--- src/rtl/iccm_boot_loader.sv ---
// UART-fed boot loader: assembles a framed program image into 32-bit words,
// writes them to the ICCM and holds the core in reset until the checksum verifies.
module iccm_boot_loader #(
    parameter int MaxWords = 1024,
    parameter int AddrW    = 12
) (
    input  logic             clk_i,
    input  logic             rst_i,
    input  logic             prog_i,
    input  logic             rx_i,
    input  logic [15:0]      clks_per_bit,
    output logic             we_o,
    output logic [AddrW-1:0] addr_o,
    output logic [31:0]      wdata_o,
    output logic             reset_o,
    output logic             done_o,
    output logic             err_o
);

    typedef enum logic [1:0] {RX_IDLE, RX_START, RX_DATA, RX_STOP} rx_state_t;
    typedef enum logic [2:0] {IDLE, SYNC, LEN0, LEN1, DATA, CSUM, DONE, ERR} state_t;

    logic        rx_meta;
    logic        rx_sync;
    logic        rx_prev;
    rx_state_t   rx_state;
    logic [15:0] bit_cnt;
    logic [15:0] cpb;
    logic [2:0]  bit_idx;
    logic [7:0]  shift;
    logic        byte_valid;
    logic        frame_err;

    state_t      state;
    state_t      next_state;
    logic [7:0]  len_lo;
    logic [15:0] len;
    logic [15:0] len_full;
    logic [15:0] word_cnt;
    logic [1:0]  byte_idx;
    logic [31:0] word_reg;
    logic [31:0] assembled;
    logic [7:0]  xor_acc;
    logic        start_load;
    logic        take_len_lo;
    logic        take_len_hi;
    logic        take_data;
    logic        set_done;
    logic        set_err;

    always_ff @(posedge clk_i) begin
        if (rst_i) begin
            rx_meta <= 1'b1;
            rx_sync <= 1'b1;
            rx_prev <= 1'b1;
        end else begin
            rx_meta <= rx_i;
            rx_sync <= rx_meta;
            rx_prev <= rx_sync;
        end
    end

    // Bit timing is latched at the start edge so a mid-byte change only affects the next byte.
    always_ff @(posedge clk_i) begin
        if (rst_i) begin
            rx_state <= RX_IDLE;
            bit_cnt  <= 16'd0;
            cpb      <= 16'd0;
            bit_idx  <= 3'd0;
            shift    <= 8'd0;
        end else begin
            case (rx_state)
                RX_IDLE: begin
                    if (rx_prev && !rx_sync) begin
                        cpb      <= clks_per_bit;
                        bit_cnt  <= (clks_per_bit >> 1) - 16'd1;
                        rx_state <= RX_START;
                    end
                end
                RX_START: begin
                    if (bit_cnt == 16'd0) begin
                        if (rx_sync) begin
                            rx_state <= RX_IDLE;
                        end else begin
                            bit_cnt  <= cpb - 16'd1;
                            bit_idx  <= 3'd0;
                            rx_state <= RX_DATA;
                        end
                    end else begin
                        bit_cnt <= bit_cnt - 16'd1;
                    end
                end
                RX_DATA: begin
                    if (bit_cnt == 16'd0) begin
                        shift   <= {rx_sync, shift[7:1]};
                        bit_cnt <= cpb - 16'd1;
                        if (bit_idx == 3'd7) begin
                            rx_state <= RX_STOP;
                        end else begin
                            bit_idx <= bit_idx + 3'd1;
                        end
                    end else begin
                        bit_cnt <= bit_cnt - 16'd1;
                    end
                end
                RX_STOP: begin
                    if (bit_cnt == 16'd0) begin
                        rx_state <= RX_IDLE;
                    end else begin
                        bit_cnt <= bit_cnt - 16'd1;
                    end
                end
                default: rx_state <= RX_IDLE;
            endcase
        end
    end

    assign byte_valid = (rx_state == RX_STOP) && (bit_cnt == 16'd0);
    assign frame_err  = byte_valid && !rx_sync;
    assign len_full   = {shift, len_lo};

    always_comb begin
        assembled = word_reg;
        assembled[{byte_idx, 3'b000} +: 8] = shift;
    end

    always_ff @(posedge clk_i) begin
        if (rst_i) begin
            state <= IDLE;
        end else begin
            state <= next_state;
        end
    end

    // An abort on prog_i outranks a framing error, which outranks the byte itself.
    always_comb begin
        next_state  = state;
        start_load  = 1'b0;
        take_len_lo = 1'b0;
        take_len_hi = 1'b0;
        take_data   = 1'b0;
        set_done    = 1'b0;
        set_err     = 1'b0;
        case (state)
            IDLE: begin
                if (prog_i) begin
                    next_state = SYNC;
                    start_load = 1'b1;
                end
            end
            DONE, ERR: begin
                if (!prog_i) begin
                    next_state = IDLE;
                end
            end
            default: begin
                if (!prog_i) begin
                    next_state = IDLE;
                    set_err    = 1'b1;
                end else if (frame_err) begin
                    next_state = ERR;
                    set_err    = 1'b1;
                end else if (byte_valid) begin
                    case (state)
                        SYNC: begin
                            if (shift == 8'hA5) begin
                                next_state = LEN0;
                            end
                        end
                        LEN0: begin
                            take_len_lo = 1'b1;
                            next_state  = LEN1;
                        end
                        LEN1: begin
                            take_len_hi = 1'b1;
                            if (len_full == 16'd0 || len_full > 16'(MaxWords)) begin
                                next_state = ERR;
                                set_err    = 1'b1;
                            end else begin
                                next_state = DATA;
                            end
                        end
                        DATA: begin
                            take_data = 1'b1;
                            if (byte_idx == 2'd3 && word_cnt == len - 16'd1) begin
                                next_state = CSUM;
                            end
                        end
                        CSUM: begin
                            if (shift == xor_acc) begin
                                next_state = DONE;
                                set_done   = 1'b1;
                            end else begin
                                next_state = ERR;
                                set_err    = 1'b1;
                            end
                        end
                        default: next_state = ERR;
                    endcase
                end
            end
        endcase
    end

    always_ff @(posedge clk_i) begin
        if (rst_i) begin
            we_o     <= 1'b0;
            addr_o   <= '0;
            wdata_o  <= 32'd0;
            done_o   <= 1'b0;
            err_o    <= 1'b0;
            len_lo   <= 8'd0;
            len      <= 16'd0;
            word_cnt <= 16'd0;
            byte_idx <= 2'd0;
            word_reg <= 32'd0;
            xor_acc  <= 8'd0;
        end else begin
            we_o <= 1'b0;
            if (start_load) begin
                done_o   <= 1'b0;
                err_o    <= 1'b0;
                addr_o   <= '0;
                word_cnt <= 16'd0;
                byte_idx <= 2'd0;
                word_reg <= 32'd0;
                xor_acc  <= 8'd0;
            end
            if (set_done) begin
                done_o <= 1'b1;
            end
            if (set_err) begin
                err_o <= 1'b1;
            end
            if (take_len_lo) begin
                len_lo <= shift;
            end
            if (take_len_hi) begin
                len <= len_full;
            end
            if (take_data) begin
                xor_acc  <= xor_acc ^ shift;
                byte_idx <= byte_idx + 2'd1;
                word_reg <= assembled;
                if (byte_idx == 2'd3) begin
                    we_o     <= 1'b1;
                    addr_o   <= word_cnt[AddrW-1:0];
                    wdata_o  <= assembled;
                    word_cnt <= word_cnt + 16'd1;
                end
            end
        end
    end

    assign reset_o = (state == IDLE) || (state == DONE);

endmodule

--- config.mk ---
export PLATFORM = sky130hd
export DESIGN_NAME = iccm_boot_loader
export DESIGN_NICKNAME = d
export VERILOG_FILES = /design/src/rtl/iccm_boot_loader.sv
export SDC_FILE = /design/constraint.sdc
export NUM_CORES = 1
export LEC_CHECK = 0
export ABC_AREA = 1
export BUFFER_PORTS_ARGS = -buffer_cell sky130_fd_sc_hd__buf_2
export CELL_PAD_IN_SITES_DETAIL_PLACEMENT = 1
export CELL_PAD_IN_SITES_GLOBAL_PLACEMENT = 1
export CORE_ASPECT_RATIO = 0.8
export CORE_MARGIN = 4
export CORE_UTILIZATION = 45
export CTS_CLUSTER_DIAMETER = 60
export DETAILED_ROUTE_END_ITERATION = 8
export PLACE_DENSITY = 0.85
export RECOVER_POWER = 100
export SLEW_MARGIN = 5
export SYNTH_ARGS = -nofsm -noshare
export SYNTH_HDL_FRONTEND = slang
export SYNTH_SLANG_ARGS = --single-unit
export TNS_END_PERCENT = 1
--- constraint.sdc ---
create_clock -name clk_i -period 2.5 [get_ports clk_i]
set_input_delay 0.625 -clock clk_i [delete_from_list [all_inputs] [get_ports clk_i]]
set_output_delay 0.625 -clock clk_i [all_outputs]
set_load 0.005 [all_outputs]
==> results of run 1 <==
timing repair:
item                                    4_1_cts  5_1_grt
endpoints found under the setup margin        4      113
gates resized for setup                       1       10
setup buffers                                 0        1
endpoints found under the hold margin         0        0
pin swaps                                     0        2
cells by family (layout without fill, tap and decap cells):
kind of cell / after synthesis / count (layout) / synth area share
buffers and inverters: 191 / 254 / 0.0856
other: 0 / 1 / 0
flip-flops: 180 / 180 / 0.369
AND/OR/NAND/NOR: 583 / 583 / 0.288
XOR/XNOR: 51 / 51 / 0.0472
AO/OA/AOI/OAI: 334 / 334 / 0.187
adder cells (fa/ha/maj): 18 / 18 / 0.0231
Yosys cell counts (all sizes together):
cell and instances:
clkinv 5, a41oi 1, o21bai 1, or2 44
and2 1, a21oi 154, xnor2 21, nor3 41
o211ai 8, nand2 236, a31oi 2, a31o 1
inv 121, o22ai 2, nand3b 5, nor4 2
nand4 15, nor3b 3, dfxtp 180, a211oi 4
clkbuf 38, o21ai 129, o221ai 1, a32oi 7
o2111ai 1, a311oi 1, xor2 29, buf 27
a21boi 1, xnor3 1, nand3 112, a22oi 21
nor2 124, ha 18
per-stage QoR:
step                      utilization  area [um^2]  hold WS, ps  cells  worst slack, ps
after floorplan                     -         9760          389   1357              456
after global placement          0.491        10300          446   1656              211
after detailed placement        0.491        10300          453   1656             60.8
after CTS                       0.521        10900          372   1688             54.8
after global routing            0.522        11000          376   1690            -41.7
final                           0.522        11000          381   1690              136
layer usage:
metal | vias up | routed length, um
met5 | - | 0
met4 | 0 | 515
met3 | 45 | 1280
met2 | 234 | 15000
met1 | 4759 | 14600
li1 | 4643 | -
worst max-delay path by stage:
stage,startpoint,slack (ps),cells after the start,end
6_report,bit_cnt[0]$_SDFFE_PP0P_,140,15,word_cnt[7]$_SDFF_PP0_
5_1_grt,bit_cnt[0]$_SDFFE_PP0P_,-40,12,len_lo[3]$_SDFFE_PP0P_
4_1_cts,bit_cnt[0]$_SDFFE_PP0P_,50,10,word_reg[13]$_SDFFE_PP0P_
3_5_place_dp,bit_cnt[0]$_SDFFE_PP0P_,60,14,addr_o[2]$_SDFF_PP0_
3_3_place_gp,bit_cnt[0]$_SDFFE_PP0P_,210,15,word_cnt[14]$_SDFF_PP0_
2_1_floorplan,byte_idx[0]$_SDFFE_PP0P_,460,9,word_reg[5]$_SDFFE_PP0P_
power groups by stage:
| stage | combinational, mW | clock, mW | sequential, mW |
|---|---|---|---|
| floorplan | 2.46 | 0 | 3.28 |
| global placement | 3.18 | 0 | 3.34 |
| detailed placement | 3.31 | 0 | 3.35 |
| CTS | 3.41 | 2.86 | 3.29 |
| global route | 3.83 | 3.00 | 3.33 |
| finish | 3.47 | 2.84 | 3.30 |
final cells by class:
type | instances | area share
Inverter | 126 | 0.0442
Clock buffer | 19 | 0.0404
Clock inverter | 13 | 0.0152
Tap cell | 269 | 0.0307
Timing Repair Buffer | 96 | 0.0527
Sequential cell | 180 | 0.329
Antenna cell | 1 | 0.000228
Multi-Input combinational cell | 986 | 0.488
==> results.md, run 1 <==
GRT:
- The via count of the first global-routing pass is 9761.
- The global-route track usage on met1 is 0.348.
- The combined global-route utilization of all metal layers is 0.256.
- The layer flagged by global routing as most heavily used is met2.
- The wire length of the first global-routing pass is 51400 um.
- The initial antenna violation count is 1.
- Entering global routing, the biggest net connects 75 pins.
- In the global route stage, met3 resource usage came out at 0.0407.
- The global-route met2 utilization is 0.426.
- The aggregate global routing overflow is 0.

Power and ir drop:
- The sequential share of power is 0.344.
- The switching part of the total power is 0.404.
- The leakage power is 4.39 nW.
- Total power for the finished layout comes to 9.61 mW.
- The power density over the cells is 876 mW/mm^2.
- The proportion of power drawn by the clock network is 0.295.
- Cell internal power was estimated by the tool at 5.72 mW.
- Summed over all nets, the switching power comes to 3.88 mW.
- Across the VDD grid, the largest voltage drop is 0.607 mV.
- The share of total power dissipated in combinational logic is 0.361.

Timing:
- Subtracting the final worst setup slack from the clock period gives 2360 ps.
- The fraction of the cycle the final worst path needs is 0.946.
- In the final timing run, aggregate negative setup slack is 0 ps.
- The final clock skew is 14.4 ps.
- The number of hold violations in the final report was 0.
- The count of pins over their slew limit is 0.
- For the pin with the worst max-slew slack, the measured transition is 884 ps.
- The total setup violations reported at the end of the flow is 0.
- Static timing analysis puts the maximum clock frequency at 0.423 GHz.
- Measured against its own limit, the worst slew margin works out to 0.411.
- Setup repair after global routing could not meet its margin everywhere.

Hold path:
- The path class of the lowest-slack min-delay path is primary input to flop.
- The worst hold path terminates at rx_meta$_SDFF_PP1_.
- The hold path depth is 2.
- The source of the worst hold timing path is rx_i.

Place:
- The count of input and output buffers is 67.
- The final RePlAce weighted congestion is 0.894.
- The wire-length estimate of the detail-placed layout is 21500 um.

Logic synthesis:
- Counting flops and latches in the post-synthesis netlist gives 180.
- The share of Yosys cell area claimed by the top area cell type is 0.369.
- The synthesis warning total is 0.
- The register area share after synthesis is 0.369.
- The distinct cell type count after synthesis is 53.
- The mapped netlist covers 0.00976 mm^2.
- The number of nets produced by synthesis is 1395.
- The cell count after synthesis came out at 1357.
- The leading area contributor after synthesis is sky130_fd_sc_hd__dfxtp_1.
- The post-synthesis average cell area is 7.20 um^2.
- By area the synthesized netlist is led by sky130_fd_sc_hd__dfxtp_1 (37%), sky130_fd_sc_hd__nand2_1 (8.7%), sky130_fd_sc_hd__a21oi_1 (7.9%).

Finish:
- From synthesis to final layout, the design area changed by 12.3%.
- The number of nets in the layout is 1445.
- The most common cell after layout, fill and taps aside is sky130_fd_sc_hd__nand2_1.
- The multi-input logic area is 0.00535 mm^2.
- Counting the fill cells in the layout gives 2719.
- Of the cells placed in the final design, the portion with a size suffix greater than 1 is 0.132.
- The top cell types in the final layout, fill and taps aside, are sky130_fd_sc_hd__nand2_1 (226), sky130_fd_sc_hd__dfxtp_1 (180), sky130_fd_sc_hd__a21oi_1 (154).
- The area occupied by registers is 0.00360 mm^2.

Route:
- The mean number of vias per cell is 5.73.
- For this run, the detailed router's first-pass iteration total came to 5.
- After the first detailed-routing iteration, the DRC count stood at 716.
- After detailed routing, the average wire length per cell comes to 18.5 um.
- The DRC violation count after routing is 0.
- The detailed router placed 9681 vias in this run.
- The final layout contains routed wiring with a total length of 31300 um.
- The post-detailed-route count of antenna-violating nets is 0.

Setup path:
- The number of cells on the worst reg-to-reg path is 15.
- In this run the worst path has a maximum fanout of 7.
- The highest-delay cell along the critical path is sky130_fd_sc_hd__dfxtp_1.
- Setup slack on the worst reg-to-reg path comes out at 140 ps.
- The endpoint required time on the critical path is 2870 ps.
- The family with the most delay on the worst path is simple AND/OR/NAND/NOR gates.
- The path type of the worst setup path is flop to flop.
- The signal on the critical path passes through inv_1 > ha_2 > nand3_4 > nor2_4 > nand2_2 > inv_2 > nand2_2 > nor2_4 > nand2_1 > clkinv_1 > nand2_2 > nor2_4 > buf_12 > a21oi_1 > nor3_2.
- The type of element launching the critical path is a flop.
- For the worst setup path, the data arrival time is 2730 ps.
- The worst setup path is captured at a flop.
- The count of buffer and inverter cells on the critical path is 4.
- On the worst path, the slowest cell contributes a delay of 330 ps.
- The worst register-to-register path ends at word_cnt[7]$_SDFF_PP0_.
- The worst register-to-register path begins at bit_cnt[0]$_SDFFE_PP0P_.

Clocking:
- The CTS sink count is 180.
- In this run the number of H-tree levels came out at 4.
- Counting along the longest clock path gives a buffer depth of 2.
- The clock tree from TritonCTS is yes.
- The clock reaches the later pin of the worst-skew pair after 440 ps.
- The total CTS buffers is 17.
- The number of buffers inserted for hold repair after clock tree synthesis is 0.
- The tree is rooted in a sky130_fd_sc_hd__clkbuf_16.
- The clock transition at the register clock pins on the worst setup and hold paths after CTS is 80 ps.

Floorplanning:
- The core region is 0.0210 mm^2.
- During I/O placement, the number of pins put on the boundary was 68.
- The initial utilization of the core area, before any placement, comes to 0.465.
- The die is 140 um tall.
- The die area is 0.0241 mm^2.
- The floorplan has 47 rows.
- The die span in x is 173 um.

Status:
- The flow ran to the end, and the final reports show no timing, DRC or antenna violations.

Job:
- The tool flagged a number of max-cap violations equal to 0.
No activity file was read; power rests on OpenSTA's default activity.
==> inputs of run 2 (changes only) <==
GPL_TIMING_DRIVEN = 0   (was unset)
PLACE_DENSITY = unset   (was 0.85)
PLACE_DENSITY_LB_ADDON = 0.1   (was unset)
==> run 2 against run 1 <==
  * Core utilization rose by 0.30 points
  * Non-clock buffer count is 37 higher
  * Clock power shrank 5%
  * Sequential cell count stayed put
  * Largest power group unchanged
  * Global-route usage increased by 0.99 points
  * Maximum frequency decreased by 1.6%
  * Cell count up 2.1%
  * Worst hold slack worse by 6.5 ps
  * Sequential share of layout area is 0.18 points lower
  * Critical path depth fell by 2
  * Clock skew down 0.96 ps
==> results.md, run 2 (synthesis results as in run 1) <==
Setup path:
- The highest-delay cell along the critical path is sky130_fd_sc_hd__dfxtp_1.
- The setup slack of the most critical reg-to-reg path was 100 ps (-40 ps).
- The arrival time of data at the critical path endpoint is 2730 ps (about the same).
- The delay of the slowest critical-path stage came to 330 ps (about the same).
- The reg-to-reg endpoint is wdata_o[17]$_SDFFE_PP0P_.
- The number of cells on the worst reg-to-reg path is 13 (-2).
- Traced cell by cell, the critical path runs through inv_1 > ha_2 > nand3_4 > nor2_4 > nand2_2 > nor3_2 > nand3_2 > nor2_4 > nand3_2 > buf_4 > buf_4 > nand3_1 > o21ai_1.
- Grouping stages by cell kind, the critical path spends the most delay in simple AND/OR/NAND/NOR gates.
- The worst setup path is of the flop to flop kind.
- The worst setup path is captured at a flop.
- In this run the critical register-to-register path is launched from bit_cnt[0]$_SDFFE_PP0P_.
- The type of element launching the critical path is a flop.
- The endpoint required time on the critical path is 2830 ps (-40 ps).
- The peak fanout along the critical path came to 10 (+3).
- The instance count on the critical path was 13 (-2).
- The count of buffer and inverter cells on the critical path is 3 (-1).

Clocking:
- TritonCTS built the clock tree.
- The worst-skew pair later-pin latency was 440 ps (about the same).
- The clock transition at the register clock pins on the worst setup and hold paths after CTS was 80 ps (about the same).
- The worst-case clock buffer depth is 2 (unchanged).
- The cell at the root of the clock tree is sky130_fd_sc_hd__clkbuf_16.
- The CTS sink count is 180 (unchanged).
- The number of levels the H-tree was split into is 4 (unchanged).
- The number of buffers inserted for hold repair after clock tree synthesis is 0 (unchanged).
- The total CTS buffers is 17 (unchanged).

Hold path:
- For hold timing, the worst endpoint is rx_meta$_SDFF_PP1_.
- The hold path depth came to 2 (unchanged).
- In this run the worst hold path is classified as primary input to flop.
- The source of the worst hold timing path is rx_i.

Floorplanning:
- The die area is 0.0241 mm^2 (unchanged).
- The die span in x came to 173 um (unchanged).
- The initial cell density of the core was 0.465 (unchanged).
- The die height is 140 um (unchanged).
- The total I/O pin count is 68 (unchanged).
- The area of the core region came to 0.0210 mm^2 (unchanged).
- The number of cell rows is 47 (unchanged).

Power and ir drop:
- The cell internal power dissipation is 5.53 mW (-3.4%).
- The sequential share of power is 0.348 (+0.004).
- The net switching power was 3.91 mW (+0.56%).
- The power density over the cells is 855 mW/mm^2 (-2.4%).
- The proportion of power drawn by the clock network was 0.287 (-0.008).
- The maximum VDD drop is 0.645 mV (+6.3%).
- The switching part of the total power is 0.414 (+0.00975).
- The combinational power share is 0.364 (+0.003).
- The leakage power came to 4.31 nW (-1.9%).
- The total power was 9.43 mW (-1.8%).

Finish:
- The antenna cell count is 0 (-1).
- The number of nets in the layout was 1482 (+2.6%).
- In the layout the commonest cells are sky130_fd_sc_hd__nand2_1 (226), sky130_fd_sc_hd__dfxtp_1 (179), sky130_fd_sc_hd__a21oi_1 (154).
- The ratio of cells with drive above 1 in the final layout is 0.111 (-0.0212).
- The share of the core filled with cells came to 0.525 (+0.00304).
- The most common cell after layout, fill and taps aside is sky130_fd_sc_hd__nand2_1.
- The signed area change from the synthesized netlist to the final layout is 12.9%.

GRT:
- The via count of the first global-routing pass was 9842 (+0.83%).
- The pin count of the biggest net entering global routing is 19 (-75%).
- The aggregate global routing overflow is 0 (unchanged).
- The wire length of the first global-routing pass is 52300 um (+1.7%).
- The initial antenna violation count was 0 (-1).
- The combined global-route utilization of all metal layers was 0.266 (+0.00989).

Route:
- The post-detailed-route count of antenna-violating nets came to 0 (unchanged).
- The DRC violation total after the first TritonRoute iteration is 626 (-13%).
- The total via count after detailed routing is 9739 (+0.60%).
- The number of search-and-repair iterations in the first detailed-routing pass is 5 (unchanged).
- The DRC violation count after routing came to 0 (unchanged).
- The routed length per instance is 18.9 um (+2.0%).
- The total length of routed wires came to 32700 um (+4.2%).
- The mean number of vias per cell is 5.64 (-1.5%).

Place:
- The final RePlAce weighted congestion is 0.892 (-0.22%).
- The pre-CTS setup slack is -572 ps (-633 ps).
- The count of input and output buffers was 66 (-1.5%).
- The sum of net half-perimeters after detailed placement is 24300 um (+13%).

Timing:
- The actual transition at the worst max-transition pin is 708 ps (-176 ps).
- The fraction of the cycle the final worst path needs is 0.961 (+0.0151).
- The final setup slack of the worst path is 98.3 ps (-37.7 ps).
- The worst max-slew margin expressed relative to the limit was 0.524 (+0.113).
- The total setup violations reported at the end of the flow is 0 (unchanged).
- The minimum period implied by the final worst setup slack is 2400 ps (+37.7 ps).
- The count of pins over their slew limit is 0 (unchanged).
- The number of hold violations in the final report was 0 (unchanged).
- The setup TNS is 0 ps (unchanged).
- The final clock skew is 13.4 ps (-0.964 ps).
- Setup repair after global routing could not meet its margin everywhere.
- The maximum clock rate is 0.416 GHz (-1.6%).

Status:
- The flow ran to the end, and the final reports show no timing, DRC or antenna violations.

Job:
- The max capacitance violation total is 0 (unchanged).
-- run 2: layout make-up --
type / count / area (um^2)
Buffer: 65 / 368
Clock buffer: 19 / 453
Clock inverter: 13 / 131
Fill cell: 2754 / 9970
Inverter: 126 / 475
Multi-Input combinational cell: 986 / 5350
Sequential cell: 180 / 3600
Tap cell: 269 / 337
Timing Repair Buffer: 68 / 307
-- run 2: power by group through the flow --
stage / logic [mW] / clock network, mW / registers (mW)
2_1_floorplan: 2.46 / 0 / 3.28
3_3_place_gp: 3.22 / 0 / 3.34
3_5_place_dp: 3.30 / 0 / 3.34
4_1_cts: 3.37 / 2.76 / 3.28
5_1_grt: 3.78 / 2.88 / 3.31
6_report: 3.44 / 2.71 / 3.29
-- run 2: how the worst max path moves through the flow --
stage	end	start	slack (ps)
4_1_cts	bit_cnt[12]$_SDFFE_PP0P_	bit_cnt[0]$_SDFFE_PP0P_	-6
2_1_floorplan	word_reg[5]$_SDFFE_PP0P_	byte_idx[0]$_SDFFE_PP0P_	460
3_3_place_gp	len[0]$_SDFFE_PP0P_	rst_i	-500
6_report	wdata_o[17]$_SDFFE_PP0P_	bit_cnt[0]$_SDFFE_PP0P_	100
5_1_grt	word_cnt[6]$_SDFF_PP0_	bit_cnt[0]$_SDFFE_PP0P_	-60
3_5_place_dp	len[5]$_SDFFE_PP0P_	rst_i	-570
-- run 2: worst reg2reg max path, cell delays in order (launching register included) --
cell and delay [ps]:
sky130_fd_sc_hd__dfxtp_1 330, sky130_fd_sc_hd__inv_1 120, sky130_fd_sc_hd__ha_2 240, sky130_fd_sc_hd__nand3_4 120, sky130_fd_sc_hd__nor2_4 120, sky130_fd_sc_hd__nand2_2 100
sky130_fd_sc_hd__nor3_2 130, sky130_fd_sc_hd__nand3_2 190, sky130_fd_sc_hd__nor2_4 200, sky130_fd_sc_hd__nand3_2 120, sky130_fd_sc_hd__buf_4 240, sky130_fd_sc_hd__buf_4 210
sky130_fd_sc_hd__nand3_1 80, sky130_fd_sc_hd__o21ai_1 70
-- run 2: stage by stage --
step | hold slack (ps) | cell area, um^2 | std cells
after CTS | 363 | 11000 | 1724
after detailed placement | 438 | 10400 | 1692
after global routing | 372 | 11000 | 1726
final | 375 | 11000 | 1726
after floorplan | 389 | 9760 | 1357
after global placement | 439 | 10400 | 1692
-- run 2: metal layers --
metal  up-vias  wire, um  global-route usage
met2       219     15300               0.440
met5         -         0                   0
li1       4724         -                   -
met1      4762     15400               0.360
met3        34      1450              0.0445
met4         0       547              0.0756
-- run 2: timing repair --
item | in CTS | in global routing
pin swaps | 0 | 1
setup endpoints to repair | 19 | 80
gates resized for setup | 4 | 10
setup buffers | 0 | 2
gates cloned | 0 | 0
